**config.mk**
```make
export PLATFORM = sky130hd
export DESIGN_NAME = packet_rx_flat
export DESIGN_NICKNAME = d
export VERILOG_FILES = /design/src/rtl/packet_rx_if.sv /design/src/rtl/packet_rx.sv /design/src/flat_wrapper.sv
export SDC_FILE = /design/constraint.sdc
export NUM_CORES = 1
export LEC_CHECK = 0
export ABC_CLOCK_PERIOD_IN_PS = 2350
export BUFFER_PORTS_ARGS = -buffer_cell sky130_fd_sc_hd__buf_4
export CAP_MARGIN = 20
export CELL_PAD_IN_SITES_DETAIL_PLACEMENT = 1
export CELL_PAD_IN_SITES_GLOBAL_PLACEMENT = 1
export CORE_MARGIN = 3
export CORE_UTILIZATION = 44
export CTS_CLUSTER_SIZE = 16
export DETAILED_ROUTE_END_ITERATION = 8
export HOLD_SLACK_MARGIN = 0.05
export MAX_ROUTING_LAYER = met4
export PLACE_DENSITY = 0.77
export SLEW_MARGIN = 15
export SYNTH_ARGS = -nofsm -noshare
export SYNTH_HDL_FRONTEND = slang
export SYNTH_SLANG_ARGS = --single-unit
```
**constraint.sdc**
```tcl
create_clock -name clock -period 2.35 [get_ports clock]
set_input_delay 0.47 -clock clock [delete_from_list [all_inputs] [get_ports clock]]
set_output_delay 0.47 -clock clock [all_outputs]
set_load 0.03 [all_outputs]
```
**src/rtl/packet_rx_if.sv**
```systemverilog
// Decoded-packet bus of the UART packet receiver, plus its serial input line.
// The packet_rx master samples rx and drives the decoded fields; the decoder side is the slave.
interface packet_rx_if;
    logic         rx;
    logic [7:0]   cmd;
    logic [15:0]  len;
    logic [255:0] payload;
    logic         valid;
    logic         busy;
    logic         err;
    logic [1:0]   err_code;

    modport master (
        input  rx,
        output cmd, len, payload, valid, busy, err, err_code
    );

    modport slave (
        output rx,
        input  cmd, len, payload, valid, busy, err, err_code
    );
endinterface

```
**src/rtl/packet_rx.sv**
```systemverilog
// UART 8N1 receiver plus packet framer/validator: 55 AA cmd lenA lenB payload[32].
// Define PACKET_RX_TIMEOUT_EN to abort stalled packets after TIMEOUT_CLKS idle clocks.
module packet_rx #(
    parameter int unsigned CLKS_PER_BIT = 434,
    parameter int unsigned MAX_LEN      = 32,
    parameter int unsigned TIMEOUT_CLKS = 20000
) (
    input  logic        clock,
    input  logic        reset,
    packet_rx_if.master pr
);
    localparam int unsigned CW   = $clog2(CLKS_PER_BIT);
    localparam int unsigned HALF = CLKS_PER_BIT / 2;

    typedef enum logic [1:0] {B_IDLE, B_START, B_DATA, B_STOP} bstate_t;
    typedef enum logic [3:0] {
        P_HUNT0, P_HUNT1, P_CMD, P_LA_H, P_LA_L, P_LB_H, P_LB_L, P_PAY, P_CHECK
    } pstate_t;

    logic          rx_meta, rx_s;
    bstate_t       bstate;
    logic [CW-1:0] bcnt;
    logic [2:0]    bidx;
    logic [7:0]    shreg;
    logic          brk;
    logic          byte_stb, frame_err;
    logic          timeout_hit;

    pstate_t       pstate;
    logic [4:0]    pcnt;
    logic [7:0]    cmd_sh;
    logic [15:0]   len_a, len_b;
    logic [255:0]  pay_sh;
    logic [7:0]    cmd_q;
    logic [15:0]   len_q;
    logic [255:0]  pay_q;
    logic          valid_q, err_q;
    logic [1:0]    code_q;

    // Two-flop synchroniser for the asynchronous serial line.
    always_ff @(posedge clock) begin
        if (reset) begin
            rx_meta <= 1'b1;
            rx_s    <= 1'b1;
        end else begin
            rx_meta <= pr.rx;
            rx_s    <= rx_meta;
        end
    end

    // Bit receiver; brk marks a failed stop bit still waiting for the line to return high.
    always_ff @(posedge clock) begin
        if (reset || timeout_hit) begin
            bstate    <= B_IDLE;
            bcnt      <= '0;
            bidx      <= '0;
            shreg     <= '0;
            brk       <= 1'b0;
            byte_stb  <= 1'b0;
            frame_err <= 1'b0;
        end else begin
            byte_stb  <= 1'b0;
            frame_err <= 1'b0;
            case (bstate)
                B_IDLE: begin
                    bcnt <= '0;
                    if (!rx_s) bstate <= B_START;
                end
                B_START: begin
                    if (bcnt == CW'(HALF)) begin
                        bcnt   <= '0;
                        bidx   <= '0;
                        bstate <= rx_s ? B_IDLE : B_DATA;
                    end else begin
                        bcnt <= bcnt + 1'b1;
                    end
                end
                B_DATA: begin
                    if (bcnt == CW'(CLKS_PER_BIT - 1)) begin
                        bcnt  <= '0;
                        shreg <= {rx_s, shreg[7:1]};
                        if (bidx == 3'd7) bstate <= B_STOP;
                        else              bidx   <= bidx + 1'b1;
                    end else begin
                        bcnt <= bcnt + 1'b1;
                    end
                end
                B_STOP: begin
                    if (brk) begin
                        if (rx_s) begin
                            brk    <= 1'b0;
                            bstate <= B_IDLE;
                        end
                    end else if (bcnt == CW'(CLKS_PER_BIT - 1)) begin
                        bcnt <= '0;
                        if (rx_s) begin
                            byte_stb <= 1'b1;
                            bstate   <= B_IDLE;
                        end else begin
                            frame_err <= 1'b1;
                            brk       <= 1'b1;
                        end
                    end else begin
                        bcnt <= bcnt + 1'b1;
                    end
                end
                default: bstate <= B_IDLE;
            endcase
        end
    end

`ifdef PACKET_RX_TIMEOUT_EN
    localparam int unsigned GW = $clog2(TIMEOUT_CLKS + 1);
    logic [GW-1:0] gap;
    logic          in_window;

    assign in_window   = (pstate >= P_CMD) && (pstate <= P_PAY);
    assign timeout_hit = in_window && !byte_stb && (gap == GW'(TIMEOUT_CLKS - 1));

    // Inter-byte gap counter, live only while a packet body is in flight.
    always_ff @(posedge clock) begin
        if (reset || byte_stb || !in_window || timeout_hit) gap <= '0;
        else                                              gap <= gap + 1'b1;
    end
`else
    assign timeout_hit = 1'b0;
    wire unused_timeout = ^32'(TIMEOUT_CLKS);
`endif

    // Packet framer; shadows are only copied to the outputs after a clean CHECK.
    always_ff @(posedge clock) begin
        if (reset) begin
            pstate  <= P_HUNT0;
            pcnt    <= '0;
            cmd_sh  <= '0;
            len_a   <= '0;
            len_b   <= '0;
            pay_sh  <= '0;
            cmd_q   <= '0;
            len_q   <= '0;
            pay_q   <= '0;
            valid_q <= 1'b0;
            err_q   <= 1'b0;
            code_q  <= '0;
        end else begin
            valid_q <= 1'b0;
            err_q   <= 1'b0;
            if (frame_err) begin
                if (pstate != P_HUNT0 && pstate != P_HUNT1) begin
                    err_q  <= 1'b1;
                    code_q <= 2'd0;
                end
                pstate <= P_HUNT0;
            end else if (timeout_hit) begin
                err_q  <= 1'b1;
                code_q <= 2'd3;
                pstate <= P_HUNT0;
            end else begin
                case (pstate)
                    P_HUNT0: if (byte_stb && shreg == 8'h55) pstate <= P_HUNT1;
                    P_HUNT1: if (byte_stb) begin
                        if (shreg == 8'hAA)      pstate <= P_CMD;
                        else if (shreg == 8'h55) pstate <= P_HUNT1;
                        else                     pstate <= P_HUNT0;
                    end
                    P_CMD:  if (byte_stb) begin cmd_sh       <= shreg; pstate <= P_LA_H; end
                    P_LA_H: if (byte_stb) begin len_a[15:8]  <= shreg; pstate <= P_LA_L; end
                    P_LA_L: if (byte_stb) begin len_a[7:0]   <= shreg; pstate <= P_LB_H; end
                    P_LB_H: if (byte_stb) begin len_b[15:8]  <= shreg; pstate <= P_LB_L; end
                    P_LB_L: if (byte_stb) begin
                        len_b[7:0] <= shreg;
                        pcnt       <= '0;
                        pstate     <= P_PAY;
                    end
                    P_PAY: if (byte_stb) begin
                        pay_sh <= {pay_sh[247:0], shreg};
                        pcnt   <= pcnt + 1'b1;
                        if (pcnt == 5'd31) pstate <= P_CHECK;
                    end
                    P_CHECK: begin
                        if (len_a != len_b) begin
                            err_q  <= 1'b1;
                            code_q <= 2'd1;
                        end else if (len_a > 16'(MAX_LEN)) begin
                            err_q  <= 1'b1;
                            code_q <= 2'd2;
                        end else begin
                            cmd_q   <= cmd_sh;
                            len_q   <= len_a;
                            pay_q   <= pay_sh;
                            valid_q <= 1'b1;
                        end
                        pstate <= P_HUNT0;
                    end
                    default: pstate <= P_HUNT0;
                endcase
            end
        end
    end

    assign pr.cmd      = cmd_q;
    assign pr.len      = len_q;
    assign pr.payload  = pay_q;
    assign pr.valid    = valid_q;
    assign pr.err      = err_q;
    assign pr.err_code = code_q;
    assign pr.busy     = (pstate != P_HUNT0);
endmodule

```
**src/flat_wrapper.sv**
```systemverilog
// flat-port wrapper written by rule: the top's interface ports become plain ports
module packet_rx_flat 
#(
    parameter int unsigned CLKS_PER_BIT = 434,
    parameter int unsigned MAX_LEN      = 32,
    parameter int unsigned TIMEOUT_CLKS = 20000
)
  (clock, reset, pr_rx, pr_cmd, pr_len, pr_payload, pr_valid, pr_busy, pr_err, pr_err_code);
  packet_rx_if pr_i ();
  input  logic clock;
  input  logic reset;
  input wire logic [$bits(pr_i.rx)-1:0] pr_rx;
  output wire logic [$bits(pr_i.cmd)-1:0] pr_cmd;
  output wire logic [$bits(pr_i.len)-1:0] pr_len;
  output wire logic [$bits(pr_i.payload)-1:0] pr_payload;
  output wire logic [$bits(pr_i.valid)-1:0] pr_valid;
  output wire logic [$bits(pr_i.busy)-1:0] pr_busy;
  output wire logic [$bits(pr_i.err)-1:0] pr_err;
  output wire logic [$bits(pr_i.err_code)-1:0] pr_err_code;
  assign pr_i.rx = pr_rx;
  assign pr_cmd = pr_i.cmd;
  assign pr_len = pr_i.len;
  assign pr_payload = pr_i.payload;
  assign pr_valid = pr_i.valid;
  assign pr_busy = pr_i.busy;
  assign pr_err = pr_i.err;
  assign pr_err_code = pr_i.err_code;
  packet_rx #(.CLKS_PER_BIT(CLKS_PER_BIT), .MAX_LEN(MAX_LEN), .TIMEOUT_CLKS(TIMEOUT_CLKS)) u_core (.clock(clock), .reset(reset), .pr(pr_i));
endmodule
```
## After elaboration in Yosys (flattened, before gate mapping)

Index checks and enable logic that the tools add are counted.

- Output and inout bits: 285
- Logic and storage cells: 142
- Register bits: 616
- Input bits: 3

- Equal/unequal tests: 36
- Add/subtract/negate cells: 3
- Bitwise operators: 6
- Muxes and demuxes: 47
- Magnitude comparators: 1
- Reductions and logical operators: 26

Operator list:

| kind | count |
|---|---|
| 4-bit 2-to-1 mux | 10 |
| 9-bit one-hot mux with 4 select lines | 1 |
| 4-bit one-hot mux with 8 select lines | 1 |
| 9-bit 2-to-1 mux | 3 |
| 2-bit 2-to-1 mux | 13 |
| 2-bit by 1-bit inequality test with 1-bit output, second input constant | 12 |
| 3-bit AND reduction | 7 |
| 4-bit by 3-bit equality test with 1-bit output, second input constant | 4 |
| 16-bit by 6-bit > comparator with 1-bit output, second input constant | 1 |
| 16-bit inequality test | 1 |
| 4-bit AND reduction | 3 |
| 1-bit 2-to-1 mux | 11 |
| 5-bit 2-to-1 mux | 2 |
| 5-bit one-hot mux with 2 select lines | 1 |
| 9-bit by 1-bit adder with 9-bit output, second input constant | 1 |
| 9-bit by 8-bit equality test with 1-bit output, second input constant | 1 |
| 9-bit equality test, second input constant | 1 |
| 3-bit 2-to-1 mux | 3 |
| 9-bit AND reduction | 1 |
| 4-bit by 2-bit equality test with 1-bit output, second input constant | 2 |
| 8-bit by 7-bit equality test with 1-bit output, second input constant | 1 |
| 8-bit equality test, second input constant | 1 |
| 2-bit inequality test, second input constant | 4 |
| 2-bit one-hot mux with 4 select lines | 1 |
| 23 further kinds | 33 |

## Logic depth before layout (Yosys ltp)

- Depth after elaboration: 5
- Gate-level depth with buffers: 8
- Mapped depth without buffers: 7

## Worst setup path before layout

OpenSTA, ideal clock, no wires.

- Path kind: reg2reg
- Start point: reg u_core.len_a[1]
- End point: reg u_core.cmd_q[0] (netlist: u_core.pr.cmd[0])
- Buffers on the path: 3
- Required time: 2.278 ns
- Slack: 0.320 ns
- Library setup time: 0.072 ns
- Period minus slack after synthesis: 2.030 ns
- Arrival: 1.959 ns
- Stages on the path, launching flop included: 9
- Cells stage by stage: dfxtp_1 -> or4_1 -> o21ai_1 -> and4_1 -> and3_1 -> buf_6 -> buf_12 -> buf_12 -> mux2i_1

- Longest elaborated chain between the ends: 3
- Elaborated cells on any way between the ends: 5
- Those cells by class: 1 x order compare; 1 x eq/ne; 2 x bitwise; 1 x reduce/logical

Ends and longest elaborated chain:

| element | RTL line | text |
|---|---|---|
| start, declared | packet_rx.sv:32 | `logic [15:0] len_a, len_b;` |
| start signal, assigned | packet_rx.sv:136 | `len_a <= '0;` |
| start signal, assigned | packet_rx.sv:168 | `P_LA_L: if (byte_stb) begin len_a[7:0] <= shreg; pstate <= P_LB_H; end` |
| 16-bit by 6-bit > comparator with 1-bit output / 16-bit inequality test (equally long branches) | packet_rx.sv:184, packet_rx.sv:181 |  |
| 1-bit NOT (no source line) | -- |  |
| 4-bit AND reduction (no source line) (*) | -- |  |
| end signal, assigned | packet_rx.sv:188 | `cmd_q <= cmd_sh;` |
| end, declared | packet_rx.sv:34 | `logic [7:0] cmd_q;` |

Every way passes the cells marked *; elsewhere a longest branch is shown, timed or not.
A chain may end at the register's enable or synchronous reset.

## Worst setup path after layout

- Start point: reg u_core.len_a[1]
- End point: reg u_core.pay_q[135] (netlist: u_core.pr.payload[135])

- Longest elaborated chain between the ends: 3
- Elaborated cells on any way between the ends: 5
- Those cells by class: 1 x order compare; 1 x eq/ne; 2 x bitwise; 1 x reduce/logical

Ends and longest elaborated chain:

| element | RTL line | text |
|---|---|---|
| 16-bit by 6-bit > comparator with 1-bit output / 16-bit inequality test (equally long branches) | packet_rx.sv:184, packet_rx.sv:181 |  |
| 1-bit NOT (no source line) | -- |  |
| 4-bit AND reduction (no source line) (*) | -- |  |
| end signal, assigned | packet_rx.sv:190 | `pay_q <= pay_sh;` |
| end, declared | packet_rx.sv:36 | `logic [255:0] pay_q;` |

Marks and branches as above.

==> impl_metrics.toml <==
[synth]
ys_warn_count = 0
synth.avg_cell_area_sq_um = 9.07
ys_seq_area_share_pct = 49.9
synthFlopType = "dfxtp_1"
syn_nets = 2732
syn_area_sq_mm = 0.0247
ys_ff_latch = 616
ys_top_cells_by_count = "616 x dfxtp_1, 560 x nand2_1, 544 x nand2b_1, 300 x a21oi_1, 286 x mux2i_1"
yosysMostFrequentCell = "dfxtp_1"
synthDominantCellAreaShare_pct = 49.9
netlist-cell-type-count = 46
netlist_instances = 2723
synth_edf_count = 0
async_reset_ff_share_pct = 0
synth_area_leader_cell = "dfxtp_1"
netlist_top_cells_area = "dfxtp_1 50%, nand2b_1 14%, mux2i_1 12%"

[floorplanning]
die_w_um = 243
die_y_um = 243
fp.coreArea_sq_mm = 0.0553
dieArea_sq_mm = 0.0590
io_pins = 288
start_util_pct = 44.7
core.rowCount = 86

[hold_path]
hold_class = "in -> reg"

[setup_path]
reg2reg_slack_ns = 0.05
startpoint_type = "register"
worstSetupPathType = "reg -> reg"
end_kind = "register"
cp.arrival_ns = 2.83
critPathMaxFanout = 12
cp.required_ns = 2.87

[global_routing]
overflow = 0
grt_pass1_vias = 20200
grt_antenna_before_repair = 0
grt_start_max_net_pins = 95
gr-usage-all-layers_pct = 23.0
grt_pass1_wl_um = 109000

[detailed_routing]
vias_per_cell = 5.09
wl_met2_um = 33400
dr_wl_met3_um = 3400
wl_met1_um = 30400
wl_um = 69100
dr.max_layer_used = "met4"
wl_per_cell_um = 18.3
drt_iter0_markers = 790
vias = 19200
antenna_left = 0
dr.pass1.iters = 5
drc = 0

[timing]
finalCritPeriodShare_pct = 98.1
slew_headroom_pct = 48.1
skew_ns = 0.0260
worst_pin_slew_ns = 0.768
layout_min_cycle_time_ns = 2.30
finalWorstSetupSlack_ns = 0.0451
rsz0062_at_grt = "true"
slew_viol_final = 0
hold_viol_final = 0
hold_slack_ns = 0.322
max_freq_ghz = 0.434
finalSetupViolCount = 0

[layout]
final_area_sq_mm = 0.0302
n_antenna_cell = 0
nets = 2980
drive_gt1_share_pct = 16.4
area_growth_pct = 22.3
final_util_pct = 54.6

[power_and_ir_drop]
p_comb_share_pct = 2.0
power_switching_mw = 4.57
finalPower_mw = 21.6
pwr-share-clk_pct = 49.6
p_sw_share_pct = 21.1
power_density_mw_per_mm2 = 717
vdd_drop_max_v = 0.000516
p_seq_share_pct = 48.3
power.internal_mw = 17.1
leakage_nw = 10.3

[placed_design]
gp_congestion = 0.843
portBuffers = 287
dp_hpwl_um = 45100
place_ws_ns = -0.0664
place_area_sq_mm = 0.0275

[clocking]
clkLatencyLatePin_ns = 0.61
htreeDepth = 3
cts.path.max_buffers = 3
clock_sinks = 616
cts_made_buffers = 69
path_clk_slew_ns = 0.06
cts_tree = "built"
clock-root-buffer = "clkbuf_16"

[status]
outcome = "completed"

[job]
maxCapViolCount = 0
==> final timing paths <==
path,from,end,depth (start not counted)
setup / recovery,u_core.len_a[1]$_SDFFE_PP0P_,u_core.pr.payload[135]$_SDFFE_PP0P_,8
hold / removal,reset,u_core.pay_sh[188]$_SDFFE_PP0P_,2
setup reg to reg,u_core.len_a[1]$_SDFFE_PP0P_,u_core.pr.payload[135]$_SDFFE_PP0P_,8
hold reg to reg,u_core.rx_meta$_SDFF_PP1_,u_core.rx_s$_SDFF_PP1_,1
==> per-stage QoR <==
| step | cells | setup TNS, ns |
|---|---|---|
| global placement | 3619 | 0 |
| CTS | 3743 | -0.00101 |
| floorplan | 2723 | 0 |
| detailed placement | 3619 | -1.47 |
| global route | 3771 | -0.244 |
| finish | 3771 | 0 |
==> state kept, by name, summed over array words and instances (netlist names), 2 cells and up, named ones only <==
| name | flops |
|---|---|
| u_core.bidx | 3 |
| u_core.pr.len | 16 |
| u_core.cmd_sh | 8 |
| u_core.pr.err_code | 2 |
| u_core.len_b | 16 |
| u_core.len_a | 16 |
| u_core.pstate | 4 |
| u_core.pr.cmd | 8 |
| u_core.bcnt | 9 |
| u_core.pay_sh | 256 |
| u_core.pr.payload | 256 |
| u_core.shreg | 8 |
| u_core.pcnt | 5 |
==> metal layers <==
layer,track usage (%),vias up
li1,-,9338
met1,28.3,9397
met2,37.8,327
met3,5.09,119
met4,7.31,0
met5,-,-
==> placed cells by master, fill, tap and decap left out, types with 13 or more instances in the layout <==
master	netlist	final
buf_12	21	23
mux2i_1	286	286
clkbuf_1	159	18
buf_4	9	343
nand2_1	560	560
xnor2_1	21	21
nand3_1	38	38
nor2_1	42	42
clkbuf_16	0	79
nand2b_1	544	544
dfxtp_1	616	616
nor3b_1	13	13
clkbuf_8	0	16
a21oi_1	300	300
==> area by class of cell <==
cell class / count / area, sq um
timing repair buffer: 384 / 3440
inverter: 4 / 15.0
multi-input combinational: 1896 / 11200
tap: 748 / 936
sequential: 616 / 12300
fill: 6310 / 25100
clock inverter: 18 / 194
clock buffer: 105 / 2080
==> power groups by stage <==
stage / clock (mW) / sequential (mW) / combinational [mW]
detailed placement: 0 / 10.7 / 0.443
floorplan: 0 / 10.7 / 0.345
global route: 11.4 / 10.5 / 0.482
CTS: 11.0 / 10.5 / 0.445
finish: 10.7 / 10.5 / 0.443
global placement: 0 / 10.7 / 0.433
==> repair_timing <==
item                       in CTS  in global routing
pin swaps                       0                  1
hold endpoints to repair        1                  0
buffers inserted                0                 21
gates resized for setup         2                  9
hold buffers                    1                  0
cloned                          0                  7
setup endpoints to repair     121                197
==> kinds of logic after synthesis <==
| family | Yosys count | synth area share [%] |
|---|---|---|
| and+or+nand+nor | 1253 | 25.6 |
| DFF | 616 | 49.9 |
| AOI/OAI and AO/OA | 326 | 6.85 |
| muxes | 286 | 11.6 |
| buffers and inverters | 211 | 4.83 |
| xor gates and xnor gates | 25 | 0.886 |
| adders and majority gates | 6 | 0.304 |
==> critical path, stage by stage (launching register included) <==
cell,delay (ns)
dfxtp_1,0.34
or4_1,0.54
o21ai_2,0.15
and4_1,0.22
and3_4,0.27
buf_12,0.14
clkbuf_8,0.18
clkbuf_16,0.20
mux2i_1,0.19
No activity file was read; power rests on OpenSTA's default activity.
